### src/rtl/mam_bb_arbiter_pkg.sv
// mam_bb_pkg: shared types for the N-port MAM Blackbone arbiter.
//   arb_state_e : arbiter FSM states
//   owner_id_t  : owner id, wide enough for the largest supported port count
//                 (ids 0..N_PORTS-1 are CPU ports, id N_PORTS is MAM)
//   mam_id()    : owner id used for MAM for a given port count
// No ports (package).
package mam_bb_pkg;

  localparam int MAX_PORTS = 8;
  localparam int OWNER_W   = $clog2(MAX_PORTS + 1);

  typedef enum logic [1:0] {
    IDLE      = 2'd0,
    GRANT_MAM = 2'd1,
    GRANT_CPU = 2'd2
  } arb_state_e;

  typedef logic [OWNER_W-1:0] owner_id_t;

  function automatic owner_id_t mam_id(input int n_ports);
    return owner_id_t'(n_ports);
  endfunction

endpackage

### src/rtl/mam_bb_arbiter_if.sv
// mam_bb_arbiter_if: all Blackbone bus signals around the arbiter.
//   CPU side : bb_in_addr_i/din_i/en_i/we_i (in), bb_in_gnt_o/dout_o/rvalid_o (out)
//   MAM side : bb_mam_addr_i/din_i/en_i/we_i (in), bb_mam_gnt_o/dout_o/rvalid_o (out)
//   Memory   : bb_out_addr_o/din_o/en_o/we_o (out), bb_out_dout_i (in)
// Modports: slave  = arbiter view (requests in, grants/memory port out)
//           master = requesters + memory view (the opposite directions)
interface mam_bb_arbiter_if #(
  parameter int AW      = 32,
  parameter int DW      = 32,
  parameter int N_PORTS = 2
);
  logic [N_PORTS*AW-1:0] bb_in_addr_i;
  logic [N_PORTS*DW-1:0] bb_in_din_i;
  logic [N_PORTS-1:0]    bb_in_en_i;
  logic [N_PORTS-1:0]    bb_in_we_i;
  logic [N_PORTS-1:0]    bb_in_gnt_o;
  logic [N_PORTS*DW-1:0] bb_in_dout_o;
  logic [N_PORTS-1:0]    bb_in_rvalid_o;

  logic [AW-1:0]         bb_mam_addr_i;
  logic [DW-1:0]         bb_mam_din_i;
  logic                  bb_mam_en_i;
  logic                  bb_mam_we_i;
  logic                  bb_mam_gnt_o;
  logic [DW-1:0]         bb_mam_dout_o;
  logic                  bb_mam_rvalid_o;

  logic [AW-1:0]         bb_out_addr_o;
  logic [DW-1:0]         bb_out_din_o;
  logic                  bb_out_en_o;
  logic                  bb_out_we_o;
  logic [DW-1:0]         bb_out_dout_i;

  modport slave (
    input  bb_in_addr_i, bb_in_din_i, bb_in_en_i, bb_in_we_i,
    output bb_in_gnt_o, bb_in_dout_o, bb_in_rvalid_o,
    input  bb_mam_addr_i, bb_mam_din_i, bb_mam_en_i, bb_mam_we_i,
    output bb_mam_gnt_o, bb_mam_dout_o, bb_mam_rvalid_o,
    output bb_out_addr_o, bb_out_din_o, bb_out_en_o, bb_out_we_o,
    input  bb_out_dout_i
  );

  modport master (
    output bb_in_addr_i, bb_in_din_i, bb_in_en_i, bb_in_we_i,
    input  bb_in_gnt_o, bb_in_dout_o, bb_in_rvalid_o,
    output bb_mam_addr_i, bb_mam_din_i, bb_mam_en_i, bb_mam_we_i,
    input  bb_mam_gnt_o, bb_mam_dout_o, bb_mam_rvalid_o,
    input  bb_out_addr_o, bb_out_din_o, bb_out_en_o, bb_out_we_o,
    output bb_out_dout_i
  );
endinterface

### src/rtl/mam_bb_arbiter_rr_arb.sv
// mam_bb_rr_arb: combinational round-robin picker.
//   req   in  N_PORTS  request vector
//   ptr   in  owner id last granted index; search starts at ptr+1 (mod N_PORTS)
//   valid out 1        some request is set
//   idx   out owner id winning index
module mam_bb_rr_arb
  import mam_bb_pkg::*;
#(
  parameter int N_PORTS = 2
) (
  input  logic [N_PORTS-1:0] req,
  input  owner_id_t          ptr,
  output logic               valid,
  output owner_id_t          idx
);

  // Outer loop walks priority order; inner loop finds which port sits at
  // that position so every req[] index stays a loop constant.
  always_comb begin
    valid = 1'b0;
    idx   = '0;
    for (int k = 1; k <= N_PORTS; k++) begin
      for (int i = 0; i < N_PORTS; i++) begin
        if (!valid && req[i] && (i == (int'(ptr) + k) % N_PORTS)) begin
          valid = 1'b1;
          idx   = owner_id_t'(i);
        end
      end
    end
  end

endmodule

### src/rtl/mam_bb_arbiter.sv
// mam_bb_arbiter: arbitrates N_PORTS CPU Blackbone ports plus one MAM port
// onto a single memory port. MAM has priority; CPUs share round-robin with
// a bounded hold time. Read data returns to the issuer after RD_LAT cycles.
// Ports:
//   bb_clk_i   in  clock
//   bb_rst_ni  in  asynchronous active-low reset
//   bus        mam_bb_arbiter_if.slave (CPU, MAM and memory signals)
// Option: define MAM_BB_ARB_PREEMPT_EN to let a MAM request force a CPU
// owner off immediately instead of waiting for release or hold expiry.
module mam_bb_arbiter
  import mam_bb_pkg::*;
#(
  parameter int AW       = 32,
  parameter int DW       = 32,
  parameter int N_PORTS  = 2,
  parameter int RD_LAT   = 1,
  parameter int MAX_HOLD = 16
) (
  input  logic             bb_clk_i,
  input  logic             bb_rst_ni,
  mam_bb_arbiter_if.slave  bus
);

  localparam int        ID_W     = $clog2(N_PORTS + 1);
  localparam owner_id_t MAM_ID   = mam_id(N_PORTS);
  localparam int        HOLD_W   = (MAX_HOLD > 1) ? $clog2(MAX_HOLD) : 1;
  localparam logic [HOLD_W-1:0] HOLD_LIM = HOLD_W'((MAX_HOLD > 0) ? MAX_HOLD - 1 : 0);
  localparam bit        HOLD_EN  = (MAX_HOLD != 0);

  arb_state_e          state_reg, state_next;
  owner_id_t           owner_reg, owner_next;
  owner_id_t           rr_ptr_reg, rr_ptr_next;
  logic [HOLD_W-1:0]   hold_cnt_reg, hold_cnt_next;
  logic                rd_valid_reg [RD_LAT];
  logic [ID_W-1:0]     rd_id_reg [RD_LAT];

  logic [N_PORTS-1:0]  owner_sel;
  logic [AW-1:0]       out_addr;
  logic [DW-1:0]       out_din;
  logic                out_en;
  logic                out_we;
  logic                others_pending;
  logic                hold_expired;
  logic                preempt;
  logic                force_off;
  logic                keep;
  logic                mam_ok;
  logic                rr_valid;
  owner_id_t           rr_idx;

  for (genvar gi = 0; gi < N_PORTS; gi++) begin : g_sel
    assign owner_sel[gi] = (state_reg == GRANT_CPU) && (owner_reg == owner_id_t'(gi));
  end

  mam_bb_rr_arb #(.N_PORTS(N_PORTS)) u_rr (
    .req   (bus.bb_in_en_i),
    .ptr   (rr_ptr_reg),
    .valid (rr_valid),
    .idx   (rr_idx)
  );

  // Memory port follows the current owner; out_en doubles as "owner still requests".
  always_comb begin
    out_addr = '0;
    out_din  = '0;
    out_en   = 1'b0;
    out_we   = 1'b0;
    if (state_reg == GRANT_MAM) begin
      out_addr = bus.bb_mam_addr_i;
      out_din  = bus.bb_mam_din_i;
      out_en   = bus.bb_mam_en_i;
      out_we   = bus.bb_mam_we_i;
    end else if (state_reg == GRANT_CPU) begin
      for (int i = 0; i < N_PORTS; i++) begin
        if (owner_sel[i]) begin
          out_addr = bus.bb_in_addr_i[i*AW +: AW];
          out_din  = bus.bb_in_din_i[i*DW +: DW];
          out_en   = bus.bb_in_en_i[i];
          out_we   = bus.bb_in_we_i[i];
        end
      end
    end
  end

  assign others_pending = (state_reg == GRANT_MAM) ? (|bus.bb_in_en_i)
                        : (bus.bb_mam_en_i | (|(bus.bb_in_en_i & ~owner_sel)));
  assign hold_expired   = HOLD_EN && (hold_cnt_reg == HOLD_LIM) && others_pending;

`ifdef MAM_BB_ARB_PREEMPT_EN
  assign preempt = (state_reg == GRANT_CPU) && bus.bb_mam_en_i;
`else
  assign preempt = 1'b0;
`endif

  assign force_off = hold_expired | preempt;
  assign keep      = (state_reg != IDLE) && out_en && !force_off;
  // A MAM owner forced off by the hold limit must not immediately win again.
  assign mam_ok    = bus.bb_mam_en_i && !((state_reg == GRANT_MAM) && force_off);

  // A forced-off CPU owner sits at rr_ptr, so the rotation puts it last.
  always_comb begin
    state_next    = state_reg;
    owner_next    = owner_reg;
    rr_ptr_next   = rr_ptr_reg;
    hold_cnt_next = hold_cnt_reg;
    if (keep) begin
      if (hold_cnt_reg != HOLD_LIM) begin
        hold_cnt_next = hold_cnt_reg + 1'b1;
      end
    end else begin
      hold_cnt_next = '0;
      if (mam_ok) begin
        state_next = GRANT_MAM;
        owner_next = MAM_ID;
      end else if (rr_valid) begin
        state_next  = GRANT_CPU;
        owner_next  = rr_idx;
        rr_ptr_next = rr_idx;
      end else begin
        state_next = IDLE;
        owner_next = '0;
      end
    end
  end

  always_ff @(posedge bb_clk_i or negedge bb_rst_ni) begin
    if (!bb_rst_ni) begin
      state_reg    <= IDLE;
      owner_reg    <= '0;
      rr_ptr_reg   <= owner_id_t'(N_PORTS - 1);
      hold_cnt_reg <= '0;
    end else begin
      state_reg    <= state_next;
      owner_reg    <= owner_next;
      rr_ptr_reg   <= rr_ptr_next;
      hold_cnt_reg <= hold_cnt_next;
    end
  end

  // Read return pipeline: records who issued each read, independent of
  // later grant changes.
  always_ff @(posedge bb_clk_i or negedge bb_rst_ni) begin
    if (!bb_rst_ni) begin
      for (int s = 0; s < RD_LAT; s++) begin
        rd_valid_reg[s] <= 1'b0;
        rd_id_reg[s]    <= '0;
      end
    end else begin
      rd_valid_reg[0] <= out_en & ~out_we;
      rd_id_reg[0]    <= ID_W'(owner_reg);
      for (int s = 1; s < RD_LAT; s++) begin
        rd_valid_reg[s] <= rd_valid_reg[s-1];
        rd_id_reg[s]    <= rd_id_reg[s-1];
      end
    end
  end

  for (genvar gi = 0; gi < N_PORTS; gi++) begin : g_ret
    assign bus.bb_in_rvalid_o[gi]       = rd_valid_reg[RD_LAT-1] && (rd_id_reg[RD_LAT-1] == ID_W'(gi));
    assign bus.bb_in_dout_o[gi*DW +: DW] = bus.bb_in_rvalid_o[gi] ? bus.bb_out_dout_i : '0;
  end

  assign bus.bb_mam_rvalid_o = rd_valid_reg[RD_LAT-1] && (rd_id_reg[RD_LAT-1] == ID_W'(N_PORTS));
  assign bus.bb_mam_dout_o   = bus.bb_mam_rvalid_o ? bus.bb_out_dout_i : '0;

  assign bus.bb_in_gnt_o   = owner_sel;
  assign bus.bb_mam_gnt_o  = (state_reg == GRANT_MAM);
  assign bus.bb_out_addr_o = out_addr;
  assign bus.bb_out_din_o  = out_din;
  assign bus.bb_out_en_o   = out_en;
  assign bus.bb_out_we_o   = out_we;

endmodule

### src/flat_wrapper.sv
// flat-port wrapper written by rule: the top's interface ports become plain ports
module mam_bb_arbiter_flat import mam_bb_pkg::*;
#(
  parameter int AW       = 32,
  parameter int DW       = 32,
  parameter int N_PORTS  = 2,
  parameter int RD_LAT   = 1,
  parameter int MAX_HOLD = 16
)
  (bb_clk_i, bb_rst_ni, bus_bb_in_addr_i, bus_bb_in_din_i, bus_bb_in_en_i, bus_bb_in_we_i, bus_bb_in_gnt_o, bus_bb_in_dout_o, bus_bb_in_rvalid_o, bus_bb_mam_addr_i, bus_bb_mam_din_i, bus_bb_mam_en_i, bus_bb_mam_we_i, bus_bb_mam_gnt_o, bus_bb_mam_dout_o, bus_bb_mam_rvalid_o, bus_bb_out_addr_o, bus_bb_out_din_o, bus_bb_out_en_o, bus_bb_out_we_o, bus_bb_out_dout_i);
  mam_bb_arbiter_if #(.AW(AW), .DW(DW), .N_PORTS(N_PORTS)) bus_i ();
  input  logic bb_clk_i;
  input  logic bb_rst_ni;
  input wire logic [$bits(bus_i.bb_in_addr_i)-1:0] bus_bb_in_addr_i;
  input wire logic [$bits(bus_i.bb_in_din_i)-1:0] bus_bb_in_din_i;
  input wire logic [$bits(bus_i.bb_in_en_i)-1:0] bus_bb_in_en_i;
  input wire logic [$bits(bus_i.bb_in_we_i)-1:0] bus_bb_in_we_i;
  output wire logic [$bits(bus_i.bb_in_gnt_o)-1:0] bus_bb_in_gnt_o;
  output wire logic [$bits(bus_i.bb_in_dout_o)-1:0] bus_bb_in_dout_o;
  output wire logic [$bits(bus_i.bb_in_rvalid_o)-1:0] bus_bb_in_rvalid_o;
  input wire logic [$bits(bus_i.bb_mam_addr_i)-1:0] bus_bb_mam_addr_i;
  input wire logic [$bits(bus_i.bb_mam_din_i)-1:0] bus_bb_mam_din_i;
  input wire logic [$bits(bus_i.bb_mam_en_i)-1:0] bus_bb_mam_en_i;
  input wire logic [$bits(bus_i.bb_mam_we_i)-1:0] bus_bb_mam_we_i;
  output wire logic [$bits(bus_i.bb_mam_gnt_o)-1:0] bus_bb_mam_gnt_o;
  output wire logic [$bits(bus_i.bb_mam_dout_o)-1:0] bus_bb_mam_dout_o;
  output wire logic [$bits(bus_i.bb_mam_rvalid_o)-1:0] bus_bb_mam_rvalid_o;
  output wire logic [$bits(bus_i.bb_out_addr_o)-1:0] bus_bb_out_addr_o;
  output wire logic [$bits(bus_i.bb_out_din_o)-1:0] bus_bb_out_din_o;
  output wire logic [$bits(bus_i.bb_out_en_o)-1:0] bus_bb_out_en_o;
  output wire logic [$bits(bus_i.bb_out_we_o)-1:0] bus_bb_out_we_o;
  input wire logic [$bits(bus_i.bb_out_dout_i)-1:0] bus_bb_out_dout_i;
  assign bus_i.bb_in_addr_i = bus_bb_in_addr_i;
  assign bus_i.bb_in_din_i = bus_bb_in_din_i;
  assign bus_i.bb_in_en_i = bus_bb_in_en_i;
  assign bus_i.bb_in_we_i = bus_bb_in_we_i;
  assign bus_bb_in_gnt_o = bus_i.bb_in_gnt_o;
  assign bus_bb_in_dout_o = bus_i.bb_in_dout_o;
  assign bus_bb_in_rvalid_o = bus_i.bb_in_rvalid_o;
  assign bus_i.bb_mam_addr_i = bus_bb_mam_addr_i;
  assign bus_i.bb_mam_din_i = bus_bb_mam_din_i;
  assign bus_i.bb_mam_en_i = bus_bb_mam_en_i;
  assign bus_i.bb_mam_we_i = bus_bb_mam_we_i;
  assign bus_bb_mam_gnt_o = bus_i.bb_mam_gnt_o;
  assign bus_bb_mam_dout_o = bus_i.bb_mam_dout_o;
  assign bus_bb_mam_rvalid_o = bus_i.bb_mam_rvalid_o;
  assign bus_bb_out_addr_o = bus_i.bb_out_addr_o;
  assign bus_bb_out_din_o = bus_i.bb_out_din_o;
  assign bus_bb_out_en_o = bus_i.bb_out_en_o;
  assign bus_bb_out_we_o = bus_i.bb_out_we_o;
  assign bus_i.bb_out_dout_i = bus_bb_out_dout_i;
  mam_bb_arbiter #(.AW(AW), .DW(DW), .N_PORTS(N_PORTS), .RD_LAT(RD_LAT), .MAX_HOLD(MAX_HOLD)) u_core (.bb_clk_i(bb_clk_i), .bb_rst_ni(bb_rst_ni), .bus(bus_i));
endmodule
### config.mk
export PLATFORM = sky130hd
export DESIGN_NAME = mam_bb_arbiter_flat
export DESIGN_NICKNAME = d
export VERILOG_FILES = /design/src/rtl/mam_bb_arbiter_pkg.sv /design/src/rtl/mam_bb_arbiter_if.sv /design/src/rtl/mam_bb_arbiter_rr_arb.sv /design/src/rtl/mam_bb_arbiter.sv /design/src/flat_wrapper.sv
export SDC_FILE = /design/constraint.sdc
export NUM_CORES = 1
export LEC_CHECK = 0
export BUFFER_PORTS_ARGS = -buffer_cell sky130_fd_sc_hd__buf_2
export CORE_AREA = 2 2 157 159
export CTS_CLUSTER_SIZE = 30
export DETAILED_ROUTE_END_ITERATION = 7
export DIE_AREA = 0 0 159 161
export HOLD_SLACK_MARGIN = 0.1
export PLACE_DENSITY = 0.37
export SKIP_CTS_REPAIR_TIMING = 1
export SLEW_MARGIN = 20
export SYNTH_ARGS = -nofsm -noshare
export SYNTH_HDL_FRONTEND = slang
export SYNTH_SLANG_ARGS = --single-unit
### constraint.sdc
create_clock -name bb_clk_i -period 2.4 [get_ports bb_clk_i]
set_input_delay 0.24 -clock bb_clk_i [delete_from_list [all_inputs] [get_ports bb_clk_i]]
set_output_delay 0.24 -clock bb_clk_i [all_outputs]
set_load 0.02 [all_outputs]
# --- Word level (Yosys, flattened, before mapping) ---
# Index checks and enable logic that the tools add are counted.
word_totals:
  latch_bits: 0
  mem_bits_rw: 0
  input_bits: 232
  ff_bits: 14
  memories: 0
  romBits: 0
  out_inout_bits: 168
op_classes:
  n_mux: 33
  n_lt_le_gt_ge: 0
  n_div: 0
  add_sub_neg: 3
  reduce_logical: 30
  bitwise: 9
  shift: 0
  n_eq_ne: 10
  multipliers: 0
ops:
  columns: ["op", "n"]
  rows:
  - ["$mux 32", 11]
  - ["$logic_not 32->1", 2]
  - ["$mux 4", 6]
  - ["$logic_and 1x1->1", 17]
  - ["$mux 1", 14]
  - ["$logic_not 1->1", 5]
  - ["$add 4x1->4 const B", 1]
  - ["$eq 2x1->1 const B", 2]
  - ["$eq 2x2->1 const A", 2]
  - ["$eq 2x2->1 const B", 2]
  - ["$eq 4x1->1 const B", 1]
  - ["$eq 4x4->1 const B", 1]
  - ["$logic_not 4->1", 1]
  - ["$mux 2", 2]
  - ["$ne 4x4->1 const B", 1]
  - ["$reduce_or 2->1", 2]
  - ["$not 1->1", 3]
  - ["$reduce_and 3->1", 1]
  - ["$add 1x1->1 const B", 2]
  - ["$and 1x1->1 const A", 2]
  - ["$and 2x2->2", 1]
  - ["$logic_not 2->1", 1]
  - ["$ne 2x2->1 const B", 1]
  - ["$not 2->2", 1]
  - ["3 further kinds", 3]

# --- Logic depth before layout (Yosys ltp) ---
# Gate-level depths: netlist (run 1).
logic_depth:
  ltp_word: 19
  depth_mapped: 6

# --- Cells and area by module ---
# From an unflattened synthesis (run 1), not the netlist that was laid out.
hier_totals:
  cells_unflattened: 400
  area_unflattened_um2: 2844.0
by_module_without_submodules:
  columns: ["module", "area_each_um2", "instances", "seq_area_each_um2", "cells_per_inst"]
  rows:
  - ["mam_bb_arbiter", 2803.9, 1, 426.7, 394]
  - ["mam_bb_rr_arb", 40.0, 1, 0.0, 6]

# --- Worst setup path after synthesis (run 1) ---
# OpenSTA, ideal clock, no wires.
synth_path:
  kind: "register to output"
  from: "register u_core.owner_reg[0]"
  to: "output port bus_bb_out_addr_o[0]"
  required_ns: 2.160
  setup_slack_ns: 0.636
  t_arrival_ns: 1.524
  n_path_buf: 3
  stages_incl_launch_ff: 6
  cell_sequence: "dfrtp_1 -> buf_6 -> buf_2 -> buf_2 -> mux2i_1 -> o21ai_0"
synth_via:
  elab_chain_len: 6
  elab_cells_between_ends: 8
synth_lines:
  columns: ["item", "line_no", "text"]
  rows:
  - ["start: declaration", "mam_bb_arbiter.sv:31", "owner_id_t owner_reg, owner_next;"]
  - ["start signal: assignment", "mam_bb_arbiter.sv:134", "owner_reg <= owner_next;"]
  - ["$logic_not 4->1", "mam_bb_arbiter.sv:52", "assign owner_sel[gi] = (state_reg == GRANT_CPU) && (owner_reg == owner_id_t'(gi));"]
  - ["$logic_and 1x1->1", "mam_bb_arbiter.sv:52", null]
  - ["$mux 32", "mam_bb_arbiter.sv:75", "if (owner_sel[i]) begin"]
  - ["$mux 32 *", "mam_bb_arbiter.sv:75", null]
  - ["$mux 32 *", "mam_bb_arbiter.sv:73", "end else if (state_reg == GRANT_CPU) begin"]
  - ["$mux 32 *", "mam_bb_arbiter.sv:68", "if (state_reg == GRANT_MAM) begin"]
  - ["end: declaration", "flat_wrapper.sv:28", "output wire logic [$bits(bus_i.bb_out_addr_o)-1:0] bus_bb_out_addr_o;"]
# Every way passes the cells marked *; elsewhere a longest branch is shown, timed or not.

# --- Final worst setup path (run 1) ---
layout_path:
  from: "register u_core.state_reg[0]"
  to: "output port bus_bb_out_we_o"
layout_via:
  elab_chain_len: 6
  elab_cells_between_ends: 8
layout_lines:
  columns: ["item", "line_no", "text"]
  rows:
  - ["start: declaration", "mam_bb_arbiter.sv:30", "arb_state_e state_reg, state_next;"]
  - ["start signal: assignment", "mam_bb_arbiter.sv:133", "state_reg <= state_next;"]
  - ["$eq 2x2->1", "mam_bb_arbiter.sv:52, mam_bb_arbiter.sv:73", null]
  - ["$logic_and 1x1->1", "mam_bb_arbiter.sv:52", null]
  - ["$mux 1 (2 in a row)", "mam_bb_arbiter.sv:75", null]
  - ["$mux 1", "mam_bb_arbiter.sv:73", null]
  - ["$mux 1 *", "mam_bb_arbiter.sv:68", null]
  - ["end: declaration", "flat_wrapper.sv:31", "output wire logic [$bits(bus_i.bb_out_we_o)-1:0] bus_bb_out_we_o;"]
# Marks and branches as above.

==> metrics.cfg, run 1 <==
[status]
run_status = finished, final reports clean

[detailed_routing]
dr_total_vias = 4084
viasPerCell = 3.75
wl_per_cell_um = 13.4
drt-initial-drc-count = 143
finalWirelength_mm = 14.6
dr.pass1.iters = 4
drcViolationCount = 0
drt.antenna.violating_nets = 0

[cells_and_area]
largest_register_ffs = 4
multi_input_area_um2 = 2180
nets = 1000
final-seq-area_um2 = 280
drive_gt1_frac = 0.552
fillers = 2741
diodes = 0
area_delta_synth_final_pct = 94.5
final_area_um2 = 5060

[placement]
gp_congestion = 0.733
place_area_um2 = 4970
port_buffers = 399
dp_hpwl_mm = 12.3

[setup_path]
worstSetupPathType = reg2out
cp-end-kind = output port
r2r_slack_ns = 0.64
worstPathRequired_ns = 2.16
r2r_cells = 6
cpPeakStageDelay_ns = 0.51
arrival_ns = 1.99
r2r-start = u_core.hold_cnt_reg[0]
crit_chain = nand2b_2 > buf_12 > o21ai_0 > buf_2
path_buf_inv = 2
slowest_stage = o21ai_0
cp_top_family = compound AO/OA/AOI/OAI gates
crit_fanout = 69
worst_setup_path_start_kind = register
regToRegEndpoint = u_core.owner_reg[0]

[yosys]
synth_top_cells_by_count = and2_1 (96), nand2_1 (70), mux2i_1 (68), o21ai_0 (65), clkbuf_1 (17)
syn_nets = 619
synthTopCellsByArea = mux2i_1 (26%), and2_1 (23%), o21ai_0 (13%)
async_flop_share = 1.00
yosysMostFrequentCell = and2_1
ys_types = 37
synth-edff-count = 0
synth_warnings = 0
ys_ff_latch = 11
synth_cells = 386
synth_top_area_frac = 0.262
synth_area_um2 = 2600
synth_flop_cell = dfrtp_1
avgSynthCellArea_um2 = 6.74
seq_area_frac_synth = 0.106
yosys.area.top_type = mux2i_1

[floorplanning]
die_area_um2 = 25600
die_h_um = 161
io_pins = 400
coreArea_um2 = 24000
core.rowCount = 57
die_w_um = 159
initial_core_util = 0.109

[global_routing]
grt_pass1_wl_mm = 21.1
grt_antenna_before_repair = 3
grt_start_max_net_pins = 70
grt_pass1_vias = 3874
grt_overflow = 0
grt.total_usage = 0.102

[timing]
holdWs_ns = 0.352
max_freq_ghz = 0.448
finClkSkew_ns = 0.00122
setup_tns_ns = 0
drv_slew = 0
slew_headroom = 0.615
setup_violations = 0
hold_viol = 0
rsz0062_at_grt = false
worstMarginPinSlew_ns = 0.572
period_share = 0.930
layout_min_cycle_time_ns = 2.23

[pwr]
total_power_w = 0.00178
ir_drop_uv = 191
power_density_nw_per_um2 = 351
leakage_nw = 2.90

[clock_tree]
cts_inserted_buffers = 3
root_buffer = clkbuf_16
cts_tree = built
htreeDepth = 1
path_clk_slew_ns = 0.04
clock_sinks = 11
clock_latency_ns = 0.24
clk_path_buf_depth = 2

[min_path]
hold_path.startpoint = bus_bb_in_en_i[1]
hold_path_class = in2reg
hold-path-endpoint = u_core.owner_reg[0]
hold_depth = 3

[job]
max_cap_violations = 0

how the worst max path moves through the flow:
stage	start	end	slack (ns)	depth (start not counted)
2_1_floorplan	u_core.owner_reg[0]	bus_bb_out_addr_o[0]	0.64	5
3_3_place_gp	u_core.state_reg[0]	bus_bb_out_we_o	0.38	4
3_5_place_dp	u_core.state_reg[0]	bus_bb_out_we_o	0.34	4
4_1_cts	u_core.state_reg[0]	bus_bb_out_we_o	0.08	4
5_1_grt	u_core.state_reg[0]	bus_bb_out_we_o	0.03	4
6_report	u_core.state_reg[0]	bus_bb_out_we_o	0.17	4
layout make-up:
type | instances | area share
Multi-Input combinational cell | 339 | 0.431
Clock buffer | 4 | 0.0156
Inverter | 5 | 0.00371
Tap cell | 324 | 0.0801
Sequential cell | 11 | 0.0554
Timing Repair Buffer | 407 | 0.414
kinds of logic (layout without fill, tap and decap cells):
| logic type | count (synthesis) | after routing | synth area share |
|---|---|---|---|
| simple gates | 190 | 190 | 0.391 |
| compound gates | 79 | 79 | 0.173 |
| mux | 68 | 68 | 0.262 |
| buf+inv | 36 | 416 | 0.0606 |
| flops | 11 | 11 | 0.106 |
| fa+ha+maj | 1 | 1 | 0.00481 |
| xor+xnor | 1 | 1 | 0.00337 |
per-layer routing:
metal	GRT usage	share of wire	vias to the layer above
li1	-	-	2058
met1	0.104	0.35	1737
met2	0.211	0.54	266
met3	0.0203	0.089	23
met4	0.0244	0.022	0
met5	0	0	-
worst register-to-register path, delay by kind of cell (launching register included):
family / cells / cell delay, ns
adder cells (fa/ha/maj): 1 / 0.26
AND/OR/NAND/NOR: 2 / 0.45
multiplexers: 1 / 0.21
flip-flops: 1 / 0.40
AO/OA/AOI/OAI: 2 / 0.35
per-stage QoR:
stage / worst slack (ns) / utilization / std cells
global placement: 0.381 / 0.207 / 1085
global route: 0.0253 / 0.211 / 1090
finish: 0.168 / 0.211 / 1090
CTS: 0.0842 / 0.211 / 1089
floorplan: 0.636 / - / 386
detailed placement: 0.338 / 0.207 / 1085
cells in the final DEF, fill, tap and decap left out, types with 2 or more instances in the layout:
cell	instances
o21ai_0	65
inv_1	5
buf_4	4
nand2_1	70
buf_12	3
buf_2	399
and2_1	96
mux2i_1	68
clkbuf_16	3
nor2_1	8
nand3_1	3
nor3_2	2
nor2b_4	2
and3b_1	2
a21oi_1	3
dfrtp_1	9
where the power goes:
group | leakage, nW | switching [W] | total [W] | internal [W]
clock | 0.0382 | 0.0000805 | 0.000303 | 0.000223
combinational | 2.72 | 0.000712 | 0.00122 | 0.000505
sequential | 0.139 | 0.0000445 | 0.000257 | 0.000212
total | 2.90 | 0.000837 | 0.00178 | 0.000940
Power figures use the tool's default switching activity.
==> run 2, diff against run 1 <==
PLACE_DENSITY = not set   (was 0.37)
==> metrics.cfg, run 2 (synthesis results as in run 1) <==
[cells_and_area]
mostFrequentLayoutCells = buf_2 (399), and2_1 (96), nand2_1 (70)
final_common_cell = buf_2
nets = 1000  ; unchanged
drive_gt1_frac = 0.552  ; unchanged
multi_input_area_um2 = 2180  ; unchanged
fillers = 2726  ; -0.55%
final-seq-area_um2 = 280  ; unchanged
area_delta_synth_final_pct = 94.6  ; about the same
instances_no_fill = 1091  ; +0.092%
largest_register_ffs = 4  ; unchanged
final_util = 0.211  ; about the same

[min_path]
hold-path-endpoint = u_core.owner_reg[0]
hold_path.startpoint = bus_bb_in_en_i[1]
hold_depth = 3  ; unchanged
hold_path_class = in2reg

[timing]
finClkSkew_ns = 0.000762  ; -0.000454 ns
drv_slew = 0  ; unchanged
fin_ws_ns = 0.206  ; +0.0377 ns
max_freq_ghz = 0.456  ; +1.7%
slew_headroom = 0.650  ; +0.0354
rsz0062_at_grt = false
hold_viol = 0  ; unchanged
holdWs_ns = 0.323  ; -0.0283 ns
layout_min_cycle_time_ns = 2.19  ; -0.0377 ns
worstMarginPinSlew_ns = 0.520  ; -0.0525 ns
setup_tns_ns = 0  ; unchanged
setup_violations = 0  ; unchanged
period_share = 0.914  ; -0.0157

[pwr]
ir_drop_uv = 186  ; -2.4%
power_density_nw_per_um2 = 353  ; +0.44%
leakage_nw = 2.90  ; about the same

[global_routing]
grt_pass1_vias = 3884  ; +0.26%
grt_pass1_wl_mm = 20.5  ; -2.9%
grt_overflow = 0  ; unchanged
grt_antenna_before_repair = 1  ; -2
grt_start_max_net_pins = 61  ; -13%
grt.total_usage = 0.0971  ; -0.00499

[detailed_routing]
viasPerCell = 3.79  ; +1.1%
dr_total_vias = 4132  ; +1.2%
top_layer_used = met4
met1_length_mm = 5.11  ; -0.53%
drcViolationCount = 0  ; unchanged
finalWirelength_mm = 14.0  ; -4.2%
wl_per_cell_um = 12.8  ; -4.3%
drt-initial-drc-count = 250  ; +75%
wl_met2_mm = 7.50  ; -4.3%
drt.antenna.violating_nets = 0  ; unchanged
routed-wl-met3_mm = 1.23  ; -5.6%
dr.pass1.iters = 4  ; unchanged

[placement]
post-place-ws_ns = 0.448  ; +0.110 ns
gp_congestion = 0.829  ; +13%
port_buffers = 399  ; unchanged
placed_cells = 1085  ; unchanged
dp_hpwl_mm = 11.6  ; -5.9%

[setup_path]
cp-end-kind = output port
worstSetupPathType = reg2out
worstPathRequired_ns = 2.16  ; about the same
r2r_cells = 5  ; -1
crit_fanout = 52  ; -25%
r2r_slack_ns = 0.60  ; -0.04 ns
worst_setup_path_start_kind = register
r2r-start = u_core.state_reg[0]
regToRegEndpoint = u_core.state_reg[0]
arrival_ns = 1.95  ; -0.04 ns

[floorplanning]
io_pins = 400  ; unchanged
coreArea_um2 = 24000  ; unchanged
die_w_um = 159  ; unchanged
die_area_um2 = 25600  ; unchanged
initial_core_util = 0.109  ; unchanged
die_h_um = 161  ; unchanged
core.rowCount = 57  ; unchanged

[clock_tree]
path_clk_slew_ns = 0.04  ; about the same
cts_tree = built
clk_path_buf_depth = 2  ; unchanged
root_buffer = clkbuf_16
clock_latency_ns = 0.24  ; about the same
htreeDepth = 1  ; unchanged
cts_inserted_buffers = 3  ; unchanged
clock_sinks = 11  ; unchanged

[job]
max_cap_violations = 0  ; unchanged

[status]
run_status = finished, final reports clean

==> run 2: cell types whose count changed in the layout (fill, tap and decap cells not counted), sizes merged <==
cell	change
diode	+1
==> run 2: worst max-delay path, stage by stage, from the launching register on <==
cell     delay [ns]
dfrtp_4        0.62
buf_12         0.35
mux2i_1        0.17
o21ai_0        0.26
buf_2          0.22
==> run 2: per-layer routing <==
layer  track usage  up-vias
li1              -     2064
met1         0.104     1800
met2         0.200      259
met3        0.0169        9
met4        0.0136        0
met5             0        -
==> run 2: layout make-up <==
cell class / instances / share of cell area
Multi-Input combinational cell: 339 / 0.431
Timing Repair Buffer: 407 / 0.414
Tap cell: 324 / 0.0801
Sequential cell: 11 / 0.0553
Clock buffer: 4 / 0.0156
Inverter: 5 / 0.00371
Antenna cell: 1 / 0.000494
==> run 2: where the power goes <==
| part | internal (W) | switching [W] | total (W) |
|---|---|---|---|
| combinational | 0.000505 | 0.000721 | 0.00123 |
| clock | 0.000223 | 0.0000824 | 0.000305 |
| sequential | 0.000212 | 0.0000418 | 0.000254 |
==> run 2: worst max-delay path by stage <==
stage / to / depth (start not counted) / start / slack, ns
after detailed placement: bus_bb_out_din_o[1] / 4 / u_core.owner_reg[0] / 0.45
after global placement: bus_bb_out_din_o[1] / 4 / u_core.owner_reg[0] / 0.48
after floorplan: bus_bb_out_addr_o[0] / 5 / u_core.owner_reg[0] / 0.64
final: bus_bb_out_din_o[1] / 4 / u_core.owner_reg[0] / 0.21
after CTS: bus_bb_out_din_o[1] / 4 / u_core.owner_reg[0] / 0.20
after global routing: bus_bb_out_addr_o[28] / 4 / u_core.state_reg[0] / 0.13
==> run 2: through the flow <==
stage	instance area, µm²	total power (W)
2_1_floorplan	2600	0.000962
3_3_place_gp	4970	0.00148
3_5_place_dp	4970	0.00150
4_1_cts	5050	0.00181
5_1_grt	5060	0.00192
6_report	5060	0.00178
